File: src/rtl/conv3x3_mac.sv
// 3x3 convolution MAC: reads nine coefficients from the kernel store, multiply-
// accumulates them against a latched pixel window, and hands off a clamped pixel.
module conv3x3_mac #(
    parameter int PIX_W  = 8,
    parameter int COEF_W = 9,
    parameter int ACC_W  = 21
) (
    input  logic                 clk,
    input  logic                 rst,
    input  logic                 start,
    input  logic [9*PIX_W-1:0]   window,
    output logic                 busy,
    output logic                 coef_en,
    output logic [3:0]           coef_addr,
    input  logic [COEF_W-1:0]    coef_in,
    output logic [ACC_W-1:0]     result,
    output logic [PIX_W-1:0]     pixel_out,
    output logic                 result_valid,
    input  logic                 result_ready
);

    localparam int PROD_W = COEF_W + PIX_W + 1;
    localparam logic signed [ACC_W-1:0] PIX_MAX = ACC_W'((2 ** PIX_W) - 1);

    typedef enum logic [1:0] {IDLE, FETCH, DRAIN, DONE} state_t;

    state_t                   state, state_next;
    logic [PIX_W-1:0]         pix [9];
    logic signed [ACC_W-1:0]  acc;
    logic                     tag_v;
    logic [3:0]               tag_idx;
    logic signed [PROD_W-1:0] prod;
    logic [PIX_W-1:0]         clamped;

    assign busy = (state != IDLE);

    always_ff @(posedge clk or negedge rst) begin
        if (!rst) state <= IDLE;
        else      state <= state_next;
    end

    // DRAIN waits until the tag of the last issued address has retired.
    always_comb begin
        state_next = state;
        case (state)
            IDLE:    if (start)              state_next = FETCH;
            FETCH:   if (coef_addr == 4'd8)  state_next = DRAIN;
            DRAIN:   if (!tag_v)             state_next = DONE;
            DONE:    if (result_ready)       state_next = IDLE;
            default:                         state_next = IDLE;
        endcase
    end

    // Pixel is zero-extended so it stays non-negative in the signed multiply.
    always_comb begin
        prod = PROD_W'(signed'(coef_in)) * signed'(PROD_W'({1'b0, pix[tag_idx]}));
    end

    always_comb begin
        clamped = acc[PIX_W-1:0];
        if (acc[ACC_W-1])
            clamped = '0;
        else if (acc > PIX_MAX)
            clamped = '1;
    end

    always_ff @(posedge clk or negedge rst) begin
        if (!rst) begin
            coef_en      <= 1'b0;
            coef_addr    <= '0;
            acc          <= '0;
            tag_v        <= 1'b0;
            tag_idx      <= '0;
            result       <= '0;
            pixel_out    <= '0;
            result_valid <= 1'b0;
            for (int unsigned k = 0; k < 9; k++)
                pix[k] <= '0;
        end else begin
            tag_v   <= coef_en;
            tag_idx <= coef_addr;
            if (tag_v)
                acc <= acc + ACC_W'(prod);

            case (state)
                IDLE: begin
                    if (start) begin
                        for (int unsigned k = 0; k < 9; k++)
                            pix[k] <= window[k*PIX_W +: PIX_W];
                        acc       <= '0;
                        coef_en   <= 1'b1;
                        coef_addr <= '0;
                    end
                end
                FETCH: begin
                    if (coef_addr == 4'd8) begin
                        coef_en   <= 1'b0;
                        coef_addr <= '0;
                    end else begin
                        coef_addr <= coef_addr + 4'd1;
                    end
                end
                DRAIN: begin
                    if (!tag_v) begin
                        result       <= acc;
                        pixel_out    <= clamped;
                        result_valid <= 1'b1;
                    end
                end
                DONE: begin
                    if (result_ready)
                        result_valid <= 1'b0;
                end
                default: ;
            endcase
        end
    end

endmodule

File: config.mk
export PLATFORM = sky130hd
export DESIGN_NAME = conv3x3_mac
export DESIGN_NICKNAME = d
export VERILOG_FILES = /design/src/rtl/conv3x3_mac.sv
export SDC_FILE = /design/constraint.sdc
export NUM_CORES = 1
export LEC_CHECK = 0
export BUFFER_PORTS_ARGS = -buffer_cell sky130_fd_sc_hd__buf_4
export CELL_PAD_IN_SITES_DETAIL_PLACEMENT = 1
export CELL_PAD_IN_SITES_GLOBAL_PLACEMENT = 2
export CORE_MARGIN = 2
export CORE_UTILIZATION = 38
export CTS_BUF_LIST = sky130_fd_sc_hd__clkbuf_8
export DETAILED_ROUTE_END_ITERATION = 6
export GPL_ROUTABILITY_DRIVEN = 0
export PLACE_DENSITY_LB_ADDON = 0.1
export SYNTH_ARGS = -nofsm -noshare
export SYNTH_HDL_FRONTEND = slang
export SYNTH_SLANG_ARGS = --single-unit
File: constraint.sdc
create_clock -name clk -period 6.91 [get_ports clk]
set_input_delay 1.382 -clock clk [delete_from_list [all_inputs] [get_ports clk]]
set_output_delay 1.382 -clock clk [all_outputs]
set_load 0.05 [all_outputs]
==> metrics, run 1 <==
critical path type=reg2reg; Synth Instances=1023; CP startpoint=tag_idx[0]; final count of hold timing violations=0; via density per instance=4.85; post-synth top area share=35.3%; first-pass GRT wire length=41.4 mm; CTS Buffer Depth=2; vias in the first global route=7867; DIE AREA=26400 um^2; nets@finish=1362; Die Ht=163 um; Reg clk slew, reported paths=0.09 ns; Crit-path slowest cell=mux4_2; initial DRC count=337; largest net degree at the start of global routing=93; WL final=24.9 mm; hold_buf cts=0; Slew @ Worst Pin=0.895 ns; grt met3 use=2.93%; GRT Total Usage=20.2%; share of flip-flops with an asynchronous set or reset=100%; arrival time at the worst endpoint=6.81 ns; Clk Latency, worst-skew pair=0.47 ns; Main synth FF type=dfrtp_1; Slew Viols, Final=0; hpwl dp=19.0 mm; Synth Cell Area=9560 um^2; most common cell after layout, fill and taps aside=nand2_1; Tmin final=6.46 ns; clock sinks=135; CP required=7.26 ns; CTS tree=built; RSZ-0062 raised after global routing=no; global routing usage on met2=36.0%; DRT antenna net count=0; share of cells above drive strength 1=18.3%; Worst Hold Class=reg2reg; Startpoint Class=flip-flop; final clock period utilization by the worst path=93.4%; Achievable Freq=155 MHz; Worst path max stage delay=0.57 ns; die width=163 um; placed cell count=1455; port buffer count=120; root buffer cell=clkbuf_8; critical path cell sequence=buf_12 -> mux4_2 -> mux2i_1 -> o21ai_2 -> and2_1 -> fa_1 -> inv_1 -> fa_1 -> inv_1 -> fa_1 -> fa_1 -> inv_1 -> fa_1 -> inv_1 -> ha_1 -> a21o_1 -> a21o_1 -> a21o_1 -> a311oi_2 -> or2_4 -> nor3_1 -> or3b_1; register bit count reported by yosys=135; M1 GR Usage=26.0%; endpoint class of the critical path=flip-flop; most frequent cells in the layout=300 x nand2_1, 140 x buf_4, 135 x inv_1; DRC=0; Yosys cell types=68; Synth area leaders=dfrtp_1 35%, fa_1 17%, nand2_1 12%; Final Setup Violations=0; crit path max fanout=17; Initial Util=38.3%; number of synthesized flops with an enable pin=0; Vias=7220; setup TNS=0 ns; Mean Syn Cell Area=9.34 um^2; TritonCTS Buffers=17; top-level port count=121; initial antenna violation count=0; Fin Hold WS=0.440 ns; final std cells w/o fill=1488; hold_sp=coef_en; sequential share of the synthesized area=35.3%; htree depth=4; GR peak layer=met2; worst rel slew slack=40.4%; gr ovfl total=0; Routed WL per cell=16.7 um; Antenna Cells=0; syn_nets=1240; Most common cell on crit path=fa_1; R2R Path Start=tag_idx[0]; status=completed; area leader, netlist=dfrtp_1; Core Area=25000 um^2; row cnt=58; drt pass-1 iters=4; fillers=2967; MaxCap Viol Count=0; Area Growth Syn to Fin=17.8%; Synth Warn #=0; Worst Skew=0.0195 ns
==> per-layer routing <==
layer	share of wire [%]	vias to the layer above
met2	51	103
met5	0	-
met1	45	3603
met4	1.1	0
li1	-	3492
met3	2.9	22
==> state kept, by name (all words and copies together) (netlist names) <==
name	flops
acc	21
coef_en	1
result_valid	1
result	21
tag_idx	4
pix	72
coef_addr	4
tag_v	1
pixel_out	8
state	2
==> critical path: cells and delay by family, from the launching register on <==
family | cells | cell delay [ns]
fa+ha+maj | 6 | 2.80
compound gates | 5 | 1.09
mux | 2 | 0.84
simple gates | 4 | 0.81
flops | 1 | 0.39
buf+inv | 5 | 0.39
==> metrics by stage <==
| step | util, % | setup WS, ns | cell area [um^2] |
|---|---|---|---|
| after floorplan | - | 0.629 | 9560 |
| after global placement | 43.5 | 0.158 | 10900 |
| after detailed placement | 43.5 | 0.127 | 10900 |
| after CTS | 45.1 | 0.0903 | 11200 |
| after global routing | 45.1 | 0.102 | 11300 |
| final | 45.1 | 0.455 | 11300 |
==> final cells by class <==
cell class | instances | area, um^2 | area share, %
multi-input cells | 713 | 5480 | 48.7
flip-flops and latches | 135 | 3380 | 30.0
repair buffers | 142 | 1080 | 9.61
inverters | 136 | 510 | 4.53
well taps | 330 | 413 | 3.67
clock buffers | 19 | 262 | 2.32
clock inverters | 13 | 134 | 1.19
==> Yosys cell counts, types with 2 or more instances <==
cell type  number
ha_1           53
xnor2_1         4
a21o_1          6
clkbuf_1       21
or3_1           3
buf_2           2
buf_6           4
xor2_1          4
nor3_1          6
a211oi_1        3
nand2_1       301
buf_1           9
nand2b_1        4
a32o_1          2
o21ai_1        10
a21boi_1        2
nor2b_1         3
and2_1         40
buf_4           2
o21ai_0        31
and3_1          3
mux2_2          8
mux4_2         16
dfrtp_1       135
o211ai_1        3
and4_1          2
inv_1         135
nand4_1         3
o2111ai_1       2
mux2i_1        17
a21oi_1        23
o31ai_1         9
nor4_1          3
a211o_1         2
fa_1           79
nand3_1        14
nor2_1         28
==> cell families after synthesis <==
| kind of cell | share of synthesized area, % |
|---|---|
| simple gates | 19.1 |
| flops | 35.3 |
| fa+ha+maj | 23.5 |
| buf+inv | 7.40 |
| compound gates | 7.36 |
| mux | 6.61 |
| xor+xnor | 0.733 |
==> final timing paths <==
| path | slack, ns | cells past startpoint | to |
|---|---|---|---|
| max | 0.45 | 22 | acc[17] |
| min | 0.44 | 0 | tag_v |
| max reg2reg | 0.45 | 22 | acc[17] |
| min reg2reg | 0.44 | 0 | tag_v |
| max in group asynchronous | 4.71 | 2 | pix[11] |
| min in group asynchronous | 0.99 | 1 | pixel_out[3] |
==> timing repair <==
item / CTS / global route
setup endpoints to repair: 0 / 7
hold endpoints to repair: 0 / 0
setup buffers: 0 / 1
gates resized for setup: 0 / 2
Power of run 1 is left out: the tool's default activity adds up to more than one toggle a clock period on the data nets, which glitch-free logic cannot reach.
==> run 2, diff against run 1 <==
- ABC_AREA: unset -> 1
- CORE_UTILIZATION: 38 -> 35
- CTS_BUF_LIST: sky130_fd_sc_hd__clkbuf_8 -> sky130_fd_sc_hd__clkbuf_4 sky130_fd_sc_hd__clkbuf_8 sky130_fd_sc_hd__clkbuf_16
- PLACE_DENSITY: unset -> 0.77
- PLACE_DENSITY_LB_ADDON: 0.1 -> unset
==> metrics, run 2 <==
Synth Instances=1252; htree depth=4; Startpoint Class=flip-flop; Routed WL per cell=16.8 um; Mean Syn Cell Area=7.83 um^2; area leader, netlist=dfrtp_1; post-synth top area share=34.4%; Reg clk slew, reported paths=0.07 ns; most frequent cells in the layout=393 x nand2_1, 209 x inv_1, 133 x dfrtp_1; initial DRC count=402; Initial Util=35.4%; endpoint class of the critical path=flip-flop; clock sinks=135; Worst Hold Class=reg2reg; top-level port count=121; nets@finish=1578; MaxCap Viol Count=0; Synth area leaders=dfrtp_1 34%, fa_1 16%, nand2_1 15%; share of cells above drive strength 1=13.7%; RSZ-0062 raised after global routing=no; most common cell after layout, fill and taps aside=nand2_1; critical path type=reg2reg; largest net degree at the start of global routing=92; die width=171 um; root buffer cell=clkbuf_16; first-pass GRT wire length=49.5 mm; setup TNS=0 ns; DRT antenna net count=0; DRC=0; number of synthesized flops with an enable pin=0; CP required=7.25 ns; Slew @ Worst Pin=1.08 ns; drt pass-1 iters=4; crit path max fanout=22; flop-to-flop setup slack=0.55 ns; Synth Cell Area=9810 um^2; hpwl dp=22.9 mm; share of flip-flops with an asynchronous set or reset=100%; fillers=3394; Largest register FFs=72; top cell family by delay on the critical path=adder cells; gr ovfl total=0; sequential share of the synthesized area=34.4%; Synth Warn #=0; Slew Viols, Final=0; Die Ht=171 um; GRT Total Usage=22.0%; CTS tree=built; hold_buf cts=0; arrival time at the worst endpoint=6.70 ns; vias in the first global route=9148; Main synth FF type=dfrtp_1; WL final=29.3 mm; status=completed; Most common cell on crit path=fa_1; Vias=8217; Area Growth Syn to Fin=18.7%; Achievable Freq=157 MHz; Buf/Inv on CP=7; port buffer count=120; row cnt=61; CTS Buffer Depth=2; Core Area=27700 um^2; Crit-path slowest cell=fa_1; final count of hold timing violations=0; via density per instance=4.69; syn_nets=1469; biggest regs=pix (72), acc (21), result (21); initial antenna violation count=0; Antenna Cells=0; register bit count reported by yosys=135; TritonCTS Buffers=17; Tmin final=6.36 ns; Clk Latency, worst-skew pair=0.44 ns; Largest Register=pix; Worst path max stage delay=0.72 ns; Worst Skew=0.0186 ns; DIE AREA=29400 um^2; Yosys cell types=36; Final Setup Violations=0; final clock period utilization by the worst path=92.1%; worst rel slew slack=27.7%; Post-synth top cells=394 x nand2_1, 209 x inv_1, 135 x dfrtp_1, 112 x nor2_1, 79 x fa_1; most frequent cell after synthesis=nand2_1
run 2: cell type report:
cell class | instances | area [um^2] | share of cell area, %
sequential | 135 | 3380 | 29.0
tap | 378 | 473 | 4.06
clock inverter | 15 | 160 | 1.38
multi-input combinational | 855 | 5400 | 46.4
inverter | 225 | 845 | 7.25
timing repair buffer | 127 | 957 | 8.22
clock buffer | 17 | 425 | 3.65
run 2: path summary, 6_finish.rpt:
check	startpoint	endpoint	cells past startpoint
min in group asynchronous	rst	pix[12]	1
max in group asynchronous	rst	acc[8]	2
hold / removal	coef_addr[2]	tag_idx[2]	0
hold reg to reg	coef_addr[2]	tag_idx[2]	0
setup / recovery	tag_idx[0]	acc[20]	27
setup reg to reg	tag_idx[0]	acc[20]	27
run 2: metrics by stage:
step / setup WS [ns] / instance area, um^2 / hold slack (ns) / utilization [%] / instances
finish: 0.547 / 11600 / 0.435 / 42.0 / 1752
global route: 0.0596 / 11600 / 0.456 / 42.0 / 1752
CTS: 0.406 / 11600 / 0.436 / 42.0 / 1752
detailed placement: 0.440 / 11100 / 0.418 / 39.9 / 1720
global placement: 0.566 / 11100 / 0.428 / 39.9 / 1720
floorplan: 1.24 / 9810 / 0.444 / - / 1252
run 2: metal layers:
layer  global-route usage, %  part of all wire (%)
met5                       0                     0
met4                    4.35                   1.0
met3                    3.08                   2.7
met2                    34.9                    45
met1                    32.0                    51
run 2: logic make-up after synthesis:
logic type / Yosys count / synth area share [%]
adder cells (fa/ha/maj): 132 / 22.9
AND/OR/NAND/NOR: 570 / 23.1
XOR/XNOR: 5 / 0.446
buffers and inverters: 262 / 10.5
AO/OA/AOI/OAI: 148 / 8.62
flip-flops: 135 / 34.4
run 2: timing repair:
item | in CTS | in global routing
hold endpoints to repair | 0 | 0
resized for setup | 0 | 2
endpoints found under the setup margin | 0 | 2
setup buffers | 0 | 0
Power of run 2 is left out for the same reason.
